$ cat config.mk
export PLATFORM = sky130hd
export DESIGN_NAME = booth_product_accumulator
export DESIGN_NICKNAME = d
export VERILOG_FILES = /design/src/rtl/booth_pkg.sv /design/src/rtl/booth_sat_add.sv /design/src/rtl/booth_product_accumulator.sv
export SDC_FILE = /design/constraint.sdc
export NUM_CORES = 1
export LEC_CHECK = 0
export ABC_CLOCK_PERIOD_IN_PS = 3000
export CAP_MARGIN = 10
export CORE_ASPECT_RATIO = 0.8
export CORE_MARGIN = 5
export CORE_UTILIZATION = 48
export CTS_CLUSTER_DIAMETER = 30
export DETAILED_ROUTE_END_ITERATION = 7
export PLACE_DENSITY = 0.79
export SETUP_SLACK_MARGIN = 0.2
export SYNTH_ARGS = -nofsm -noshare
export SYNTH_HDL_FRONTEND = slang
export SYNTH_SLANG_ARGS = --single-unit
$ cat constraint.sdc
create_clock -name clk -period 3 [get_ports clk]
set_clock_uncertainty 0.2 [all_clocks]
set_input_delay 0.75 -clock clk [delete_from_list [all_inputs] [get_ports clk]]
set_output_delay 0.75 -clock clk [all_outputs]
set_load 0.005 [all_outputs]
$ cat src/rtl/booth_pkg.sv
// Shared definitions for the Booth product accumulator: default widths,
// FSM state encoding and saturation bound helpers.
package booth_pkg;

    localparam int PROD_W_DEF = 8;
    localparam int ACC_W_DEF  = 16;

    typedef enum logic [1:0] {
        IDLE,
        ACCUM,
        DONE
    } acc_state_t;

    // Bounds of a w-bit signed value, returned in the low w bits.
    function automatic logic [63:0] SAT_MAX(input int unsigned w);
        return (64'd1 << (w - 1)) - 64'd1;
    endfunction

    function automatic logic [63:0] SAT_MIN(input int unsigned w);
        return 64'd1 << (w - 1);
    endfunction

endpackage

$ cat src/rtl/booth_sat_add.sv
// Combinational signed add of a PROD_W operand into an ACC_W accumulator,
// with overflow detection and optional clamping to the signed range.
module booth_sat_add
    import booth_pkg::*;
#(
    parameter int ACC_W  = ACC_W_DEF,
    parameter int PROD_W = PROD_W_DEF
) (
    input  logic [ACC_W-1:0]  acc_i,
    input  logic [PROD_W-1:0] prod_i,
    input  logic              sat_en_i,
    output logic [ACC_W-1:0]  sum_o,
    output logic              ovf_o
);

    localparam logic [ACC_W-1:0] SAT_HI = ACC_W'(SAT_MAX(ACC_W));
    localparam logic [ACC_W-1:0] SAT_LO = ACC_W'(SAT_MIN(ACC_W));

    logic [ACC_W:0] sum_wide;

    // One guard bit: the two top bits disagree exactly when the true sum
    // does not fit in ACC_W signed bits.
    assign sum_wide = {acc_i[ACC_W-1], acc_i}
                    + {{(ACC_W + 1 - PROD_W){prod_i[PROD_W-1]}}, prod_i};
    assign ovf_o    = sum_wide[ACC_W] ^ sum_wide[ACC_W-1];

    always_comb begin
        sum_o = sum_wide[ACC_W-1:0];
        if (sat_en_i && ovf_o) begin
            sum_o = sum_wide[ACC_W] ? SAT_LO : SAT_HI;
        end
    end

endmodule

$ cat src/rtl/booth_product_accumulator.sv
// Accumulates a programmed number of signed products with a valid/ready
// front end, optional saturation and a sticky per-job overflow flag.
module booth_product_accumulator
    import booth_pkg::*;
#(
    parameter int PROD_W = PROD_W_DEF,
    parameter int ACC_W  = ACC_W_DEF,
    parameter int LEN_W  = 4
) (
    input  logic              clk,
    input  logic              rst_n,
    input  logic              start,
    input  logic [LEN_W-1:0]  len,
    input  logic              sat_en,
    input  logic              prod_valid,
    output logic              prod_ready,
    input  logic [PROD_W-1:0] prod,
    output logic              res_valid,
    input  logic              res_ready,
    output logic [ACC_W-1:0]  res,
    output logic              res_ovf,
    output logic              busy
);

    acc_state_t       state_q, state_d;
    logic [ACC_W-1:0] acc_q, acc_d;
    logic [LEN_W-1:0] cnt_q, cnt_d;
    logic [LEN_W-1:0] len_q, len_d;
    logic             sat_q, sat_d;
    logic             ovf_q, ovf_d;

    logic [ACC_W-1:0] add_sum;
    logic             add_ovf;
    logic [LEN_W-1:0] cnt_inc;

    booth_sat_add #(
        .ACC_W  (ACC_W),
        .PROD_W (PROD_W)
    ) u_sat_add (
        .acc_i    (acc_q),
        .prod_i   (prod),
        .sat_en_i (sat_q),
        .sum_o    (add_sum),
        .ovf_o    (add_ovf)
    );

    assign cnt_inc = cnt_q + LEN_W'(1);

    // Handshake outputs come straight from the state register.
    assign prod_ready = (state_q == ACCUM);
    assign res_valid  = (state_q == DONE);
    assign busy       = (state_q != IDLE);
    assign res        = acc_q;
    assign res_ovf    = ovf_q;

    always_comb begin
        // NOTE: every next-state value defaults to its register first, so no
        // path through the case can infer a latch.
        state_d = state_q;
        acc_d   = acc_q;
        cnt_d   = cnt_q;
        len_d   = len_q;
        sat_d   = sat_q;
        ovf_d   = ovf_q;

        case (state_q)
            IDLE: begin
                if (start) begin
                    len_d   = len;
                    sat_d   = sat_en;
                    acc_d   = '0;
                    cnt_d   = '0;
                    ovf_d   = 1'b0;
                    state_d = (len == '0) ? DONE : ACCUM;
                end
            end
            ACCUM: begin
                if (prod_valid) begin
                    acc_d = add_sum;
                    cnt_d = cnt_inc;
                    ovf_d = ovf_q | add_ovf;
                    if (cnt_inc == len_q) begin
                        state_d = DONE;
                    end
                end
            end
            DONE: begin
                if (res_ready) begin
                    state_d = IDLE;
                end
            end
            default: state_d = IDLE;
        endcase
    end

    // NOTE: sequential state uses non-blocking assignments only, and reset is
    // sampled on the clock edge rather than asynchronously.
    always_ff @(posedge clk) begin
        if (!rst_n) begin
            state_q <= IDLE;
            acc_q   <= '0;
            cnt_q   <= '0;
            len_q   <= '0;
            sat_q   <= 1'b0;
            ovf_q   <= 1'b0;
        end else begin
            state_q <= state_d;
            acc_q   <= acc_d;
            cnt_q   <= cnt_d;
            len_q   <= len_d;
            sat_q   <= sat_d;
            ovf_q   <= ovf_d;
        end
    end

endmodule

After elaboration in Yosys (flattened, before gate mapping). Cells that the tools add are included.

Reduce and logical (&&, ||, !) cells: 8. Eq/ne operators: 7. Bitwise logic cells: 2. Multiplexer cells: 17. Add/subtract/negate cells: 2.

Operator list (number): $mux 16 (4); $pmux 16 s2 (1); $add 16x8->17 (1); $mux 2 (5); $mux 4 (2); $pmux 4 s2 (1); $pmux 2 s3 (1); $add 4x1->4 const B (1); $eq 4x4->1 (1); $logic_not 4->1 (1); $ne 2x1->1 const B (2); $ne 2x2->1 const B (2); $reduce_and 4->1 (1); $reduce_bool 2->1 (2); $reduce_and 3->1 (1); $eq 2x1->1 const B (1); $eq 2x2->1 const B (1); $logic_not 2->1 (1); $mux 1 (2); $pmux 1 s2 (1); $reduce_and 2->1 (1); $logic_and 1x1->1 (1); $or 1x1->1 (1); $xor 1x1->1 (1).

Flip-flop bits (word level): 28. Bits of input ports: 18. Output and inout bits: 20.

Longest topological paths before layout. Gate-level depths: netlist (run 1).

Depth after elaboration: 6. Gate-level depth with buffers: 11.

Hierarchy. A second synthesis (run 1) with hierarchy kept.

Cells, all modules: 290. Area total of the unflattened synthesis: 2419.8 µm².

Modules (own cells, without submodules): booth_product_accumulator (cells an instance 120, instances 1, area each 1262.5 µm², seq. area each 560.5 µm²); booth_sat_add (cells an instance 170, instances 1, area each 1157.4 µm², seq. area each 0.0 µm²).

Worst setup path before layout (run 1). OpenSTA, ideal clock, no wires.

Kind: input -> register. From: in prod[0]. To: reg acc_q[2], in the netlist res[2]. Data arrival time: 2.923 ns. Setup slack: -0.240 ns. Required time: 2.683 ns. Buffers on the path: 1. Setup time: 0.117 ns. Cell stages on the path: 9. Cell sequence: ha_1 fa_1 a211oi_1 o211ai_1 a2111oi_0 o211ai_1 o211a_4 buf_6 a22o_1.

Longest elaborated chain between the ends: 6. Elaborated cells on any way between the ends: 7. Those cells by class: add/sub: 1; mux: 4; bitwise: 1; reduce/logical: 1.

Ends and longest elaborated chain: start, declared (line booth_product_accumulator.sv:17) `input logic [PROD_W-1:0] prod,`; $add 16x8->17 (*) (line booth_sat_add.sv:24) `+ {{(ACC_W + 1 - PROD_W){prod_i[PROD_W-1]}}, prod_i};`; $xor 1x1->1 (line booth_sat_add.sv:25) `assign ovf_o = sum_wide[ACC_W] ^ sum_wide[ACC_W-1];`; $logic_and 1x1->1 (line booth_sat_add.sv:29) `if (sat_en_i && ovf_o) begin`; $mux 16 (*) (line booth_sat_add.sv:29); $mux 16 (*) (line booth_product_accumulator.sv:78) `if (prod_valid) begin`; $pmux 16 s2 (*) (line booth_product_accumulator.sv:66) `case (state_q)`; end signal, assigned (line booth_product_accumulator.sv:101) `acc_q <= '0;`; end signal, assigned (line booth_product_accumulator.sv:108) `acc_q <= acc_d;`; end, declared (line booth_product_accumulator.sv:26) `logic [ACC_W-1:0] acc_q, acc_d;`.

Every way passes the cells marked *; elsewhere a longest branch is shown, timed or not. The select of a mux whose other input is x is not followed. A chain may end at the register's enable or synchronous reset.

Worst setup path after layout (run 1).
From: in prod[0]. To: reg acc_q[14], in the netlist res[14].

Same word-level chain as after synthesis.

==> metrics.txt, run 1 <==
CTS sink cnt 28; Port Buffers 37; total gr overflow 0; pwr/cell area 362 nW/um^2; I/O pins 38; endpoints failing hold 0; worst slack, placed -0.576 ns; post-synth top area cell dfxtp_1; Clock Path Buffers 2; YS warnings 0; ys flop type dfxtp_1; Final WS setup -0.0146 ns; vias per inst 5.94; Core Box Area 4260 sq um; GRT Resource Usage Total 21.5%; Post-Route WL 6.86 mm; Setup Viol. Count Final 2; hold_buf cts 0; Synthesized Nets 307; Synth top area share 26.0%; Distinct cells, synth 50; final core utilization 77.0%; n_diodes 0; Tcrit/Tclk final 100%; mapped cell area 2160 sq um; min cycle time layout 3.01 ns; Multi-input gate area about 1800 sq um; top post-synthesis cells by count a21oi_1 (40), nand2_1 (31), dfxtp_1 (28); DRC 0; DPL Wire Length 4.80 mm; Starting Density between 50% and 60%; number of global-route vias before repair approximately 2300; Critical Path Sink Type register; Max Slew Vio Count 0; CTS Buf Count 3; Slew HR 72.1%; Mapped Cells 271; Post-synth EDFFs 0; Die Height 70.0 microns; Crit Path Max Fanout 6; Final GP Congestion 0.902; register area share after synthesis 26.0%; Final ANT Viol Nets 0; Filler cells 303; width of the die 85.0 microns; Fmax between 300 and 400 MHz; RSZ-0062 raised after global routing yes; Area contributors post-synth dfxtp_1 (26%), ha_1 (9.8%), a21oi_1 (9.3%); Clock Tree Root clkbuf_8; Syn Area/Cell 7.97 sq um; First DRT Iteration DRCs approximately 250; critical path type input pin to register; Worst-Margin Slew roughly 0.41 ns; Layout Nets 393; violated checks setup timing; FFs w/ async S/R, synth 0%; worst path arrival time roughly 3.0 ns; #FFs+latches synth 28; layout cells sized above 1 28.9%; first-pass GRT wire length 10.7 mm; Area Growth Syn to Fin 51.9%; most frequent cell after synthesis a21oi_1; register area 561 sq um; TritonCTS clock tree built; leak pwr 1.34 nW; Min-Delay Path Class register to register; row count 21; initial antenna violation count 0; largest net degree at the start of global routing 17; largest vdd supply drop 277 uV; die area 5950 sq um; outcome finished with violations; routed len/inst 16.6 microns; # H-tree levels 1; worst path required time 2.97 ns; CP startpoint kind input pin; drt first pass iters 5; Reg clk slew, reported paths 0.10 ns; MaxCap Viol Count 0; Via Count around 2500; worst skew pair latency 0.28 ns
## through the flow
stage               cell area [sq um]  instances  TNS, ns  power, W  hold WS (ns)
finish                           3280        413  -0.0224   0.00119         0.271
floorplan                        2210        271        0  0.000655         0.238
detailed placement               2990        405    -8.30  0.000834         0.259
global placement                 2990        405    -7.30  0.000827         0.233
CTS                              3220        411   -0.435   0.00116         0.279
global route                     3280        413   -0.374   0.00125         0.304
## cell families after synthesis
logic type / share of synthesized area [%]
adder cells (fa/ha/maj): 10.8
flip-flops: 26.0
buffers and inverters: 3.88
AO/OA/AOI/OAI: 32.3
AND/OR/NAND/NOR: 20.6
XOR/XNOR: 6.49
## cell usage in the layout (no fill, tap or decap), drive strengths merged, types with 2 or more instances in the layout
cell and count:
clkbuf 4, a211o 2, xor2 6, xnor2 10
buf 56, dlygate4sd2 4, nand3 8, nand2 31
a32oi 4, o211a 2, o21ai 11, a21oi 41
or3 4, ha 17, and2 3, a22oi 2
and3 8, a22o 2, o21a 3, nor2 12
nand4 2, o211ai 10, a21boi 7, dfxtp 28
nand2b 2, clkdlybuf4s50 29, a31oi 2, a211oi 7
nor3 5, a21o 5, nor2b 7, inv 7
## cell type report
cell class	count	share of cell area, %
Multi-Input combinational cell	226	54.1
Clock buffer	3	1.26
Inverter	7	0.801
Tap cell	57	2.17
Clock inverter	1	0.916
Timing Repair Buffer	91	23.7
Sequential cell	28	17.1
## report_power, final
part	switching, W	internal [W]	total, W
combinational	0.000220	0.000235	0.000455
sequential	0.0000310	0.000395	0.000426
clock	0.000126	0.000179	0.000305
total	0.000377	0.000809	0.00119
## state kept, by name (all words and copies together) (netlist names)
register / flops
res_ovf: 1
len_q: 4
res: 16
state_q: 2
sat_q: 1
cnt_q: 4
## final timing paths
path	start	to	slack, ns	depth (start not counted)
max	prod[0]	res[14]	-0.01	11
min	res_ovf	res_ovf	0.27	2
max reg2reg	res[0]	res[14]	0.13	10
min reg2reg	res_ovf	res_ovf	0.27	2
## critical path: stages
cell and delay [ns]:
buf_6 0.09, ha_4 0.15, fa_2 0.37, a211oi_2 0.23, o211ai_1 0.19, a2111oi_4 0.35, o211ai_1 0.19, buf_4 0.20
o211a_4 0.30, a21oi_1 0.13, a31oi_1 0.05
## metal layers
layer,wire length (microns),vias to the layer above,global-route usage [%]
met4,120,0,4.57
li1,-,1188,-
met1,3230,1139,31.2
met2,3080,109,33.1
met3,428,19,3.64
met5,0,-,0
## repair_timing
item	CTS	global route
pin swaps	12	13
resized for setup	30	16
cloned	1	0
endpoints found under the setup margin	17	17
endpoints found under the hold margin	0	0
setup buffers	1	2
(Power assumes the default switching activity.)
==> inputs of run 2 (changes only) <==
Settings changed: SLEW_MARGIN set to 25.
==> results of run 2 <==
The final DEF is identical to that of run 1; final timing and power are the same.
==> inputs of run 3 (changes only) <==
Settings changed: GPL_ROUTABILITY_DRIVEN set to 0, GPL_TIMING_DRIVEN set to 0.
==> run 3 against run 2 <==
The flow still finishes with violations (setup timing); largest cell class unchanged; critical endpoint is now res[4]; sequential power down 0.9%; first-iteration DRC count shrank 12%; sequential share of layout area grew 1.8 points; non-clock buffer count decreased by 30; sequential cell count unchanged; critical path depth decreased by 1; critical path type unchanged; combinational power is 9.2% lower; maximum frequency down 0.58%; via count down 4.8%; worst hold slack about the same.
==> metrics.txt, run 3 (synthesis gave the netlist of run 1 again) <==
Clock Path Buffers 2 (unchanged); initial antenna violation count 0 (unchanged); layout cells sized above 1 19.8% (was 28.9%); width of the die 85.0 microns (unchanged); min cycle time layout 3.03 ns (was 3.01 ns); # H-tree levels 1 (unchanged); vias per inst 6.14 (was 5.94); total gr overflow 0 (unchanged); most frequent cells in the layout clkdlybuf4s50_1 (30), nand2_1 (29), a21oi_1 (28), dfxtp_1 (28) (was buf_4 (53), nand2_1 (30), clkdlybuf4s50_1 (29)); worst path arrival time 3.01 ns (was 2.99 ns); Port Buffers 37 (unchanged); violated checks setup timing (unchanged); CP startpoint kind input pin (unchanged); drt first pass iters 4 (was 5); MaxCap Viol Count 0 (unchanged); Clock Tree Root clkbuf_8 (unchanged); worst path required time 2.97 ns (about the same); die area 5950 sq um (unchanged); Tcrit/Tclk final 101% (was 100%); crit path max-delay cell type clkdlybuf4s50_1 (was fa_2); Final WS setup -0.0323 ns (was -0.0146 ns); Starting Density 50.7% (unchanged); hold_buf cts 0 (unchanged); Die Height 70.0 microns (unchanged); pwr/cell area 354 nW/um^2 (was 362 nW/um^2); first-pass GRT wire length 10.3 mm (was 10.7 mm); largest net degree at the start of global routing 15 (was 17); worst hold slack 0.271 ns (about the same); Via Count 2338 (was 2455); leading cell type in the layout, fill and taps excluded clkdlybuf4s50_1 (was buf_4); Max Slew Vio Count 0 (unchanged); largest vdd supply drop 317 uV (was 277 uV); Post-Route WL 6.51 mm (was 6.86 mm); Fmax 330 MHz (was 332 MHz); WHS Path Cells 2 (unchanged); n_diodes 0 (unchanged); CTS sink cnt 28 (unchanged); leak pwr 1.14 nW (was 1.34 nW); I/O pins 38 (unchanged); GRT Resource Usage Total 20.9% (was 21.5%); Core Box Area 4260 sq um (unchanged); outcome finished with violations (unchanged); Worst-Margin Slew 0.600 ns (was 0.413 ns); slowest stage delay, CP 0.48 ns (was 0.37 ns); Final ANT Viol Nets 0 (unchanged); DRC 0 (unchanged); Reg clk slew, reported paths 0.09 ns (was 0.10 ns); number of global-route vias before repair 2136 (was 2273); Crit Path Max Fanout 5 (was 6); Critical Path, Cell by Cell clkdlybuf4s50_1, ha_2, nand2_2, a21oi_1, a2111oi_4, o211ai_1, buf_4, o21a_1, a32oi_1, nand2_1 (was buf_6, ha_4, fa_2, a211oi_2, o211ai_1, a2111oi_4, o211ai_1, buf_4, o211a_4, a21oi_1, a31oi_1); TritonCTS clock tree built (unchanged); RSZ-0062 raised after global routing yes (unchanged); row count 21 (unchanged); DPL Wire Length 4.49 mm (was 4.80 mm); Layout Nets 362 (was 393); worst slack, placed -0.859 ns (was -0.576 ns); max reg flops 16 (unchanged); CTS Buf Count 3 (unchanged); Min-Delay Path Class register to register (unchanged); Area Growth Syn to Fin 37.5% (was 51.9%); worst reg-to-reg path cell count 10 (unchanged); endpoints failing hold 0 (unchanged); Slew HR 60.0% (was 72.1%); worst skew pair latency 0.29 ns (was 0.28 ns); First DRT Iteration DRCs 218 (was 249); routed len/inst 17.1 microns (was 16.6 microns); critical path type input pin to register (unchanged); Critical Path Sink Type register (unchanged); Setup Viol. Count Final 8 (was 2)
## run 3: cell count changes in the layout (fill, tap and decap cells not counted), moves of 4 or more
| cell | previous run | this run |
|---|---|---|
| buf_4 | 53 | 12 |
| clkbuf_1 | 0 | 7 |
| ha_2 | 0 | 4 |
| ha_4 | 12 | 7 |
## run 3: final cells by class
class                      instances  area, sq um
tap                               57         71.3
buffer                            11         62.6
timing repair buffer              50          490
clock buffer                       3         41.3
fill                             352         1290
sequential                        28          561
multi-input combinational        225         1720
inverter                           7         26.3
## run 3: worst max-delay path, delay by kind of cell
kind            cells  cell delay (ns)
compound gates      5             1.10
buf+inv             2             0.66
fa+ha+maj           1             0.31
simple gates        2             0.19
## run 3: path summary, 6_finish.rpt
path	startpoint	to	slack [ns]
worst min register to register	res[15]	res[15]	0.27
worst max-delay path	prod[6]	res[4]	-0.03
worst max register to register	res[0]	res[4]	0.16
worst min-delay path	res[15]	res[15]	0.27
## run 3: through the flow
step                util [%]  total power [W]  cell area [sq um]  cells  TNS (ns)
global route            69.8          0.00111               2970    381    -0.899
detailed placement      62.4         0.000780               2660    365    -13.74
global placement        62.4         0.000771               2660    365    -13.25
floorplan                  -         0.000655               2210    271         0
CTS                     68.3          0.00102               2910    381     -1.26
finish                  69.8          0.00105               2970    381    -0.138
## run 3: timing repair
action	in CTS	in global routing
pin swaps	24	12
endpoints found under the setup margin	17	17
buffers inserted	12	0
cloned	1	0
gates resized for setup	33	20
## run 3: power by group
part | internal, W | total, W | switching (W)
registers | 0.000395 | 0.000422 | 0.0000269
logic | 0.000196 | 0.000413 | 0.000217
clock network | 0.0000907 | 0.000217 | 0.000126
total | 0.000681 | 0.00105 | 0.000370
## run 3: routing by layer
layer  vias up  global-route usage, %  share of wire, %
li1       1118                      -                 -
met1      1094                   30.0                45
met2       112                   33.1                45
met3        14                   3.64               9.1
met4         0                   3.69               1.3
met5         -                      0                 0
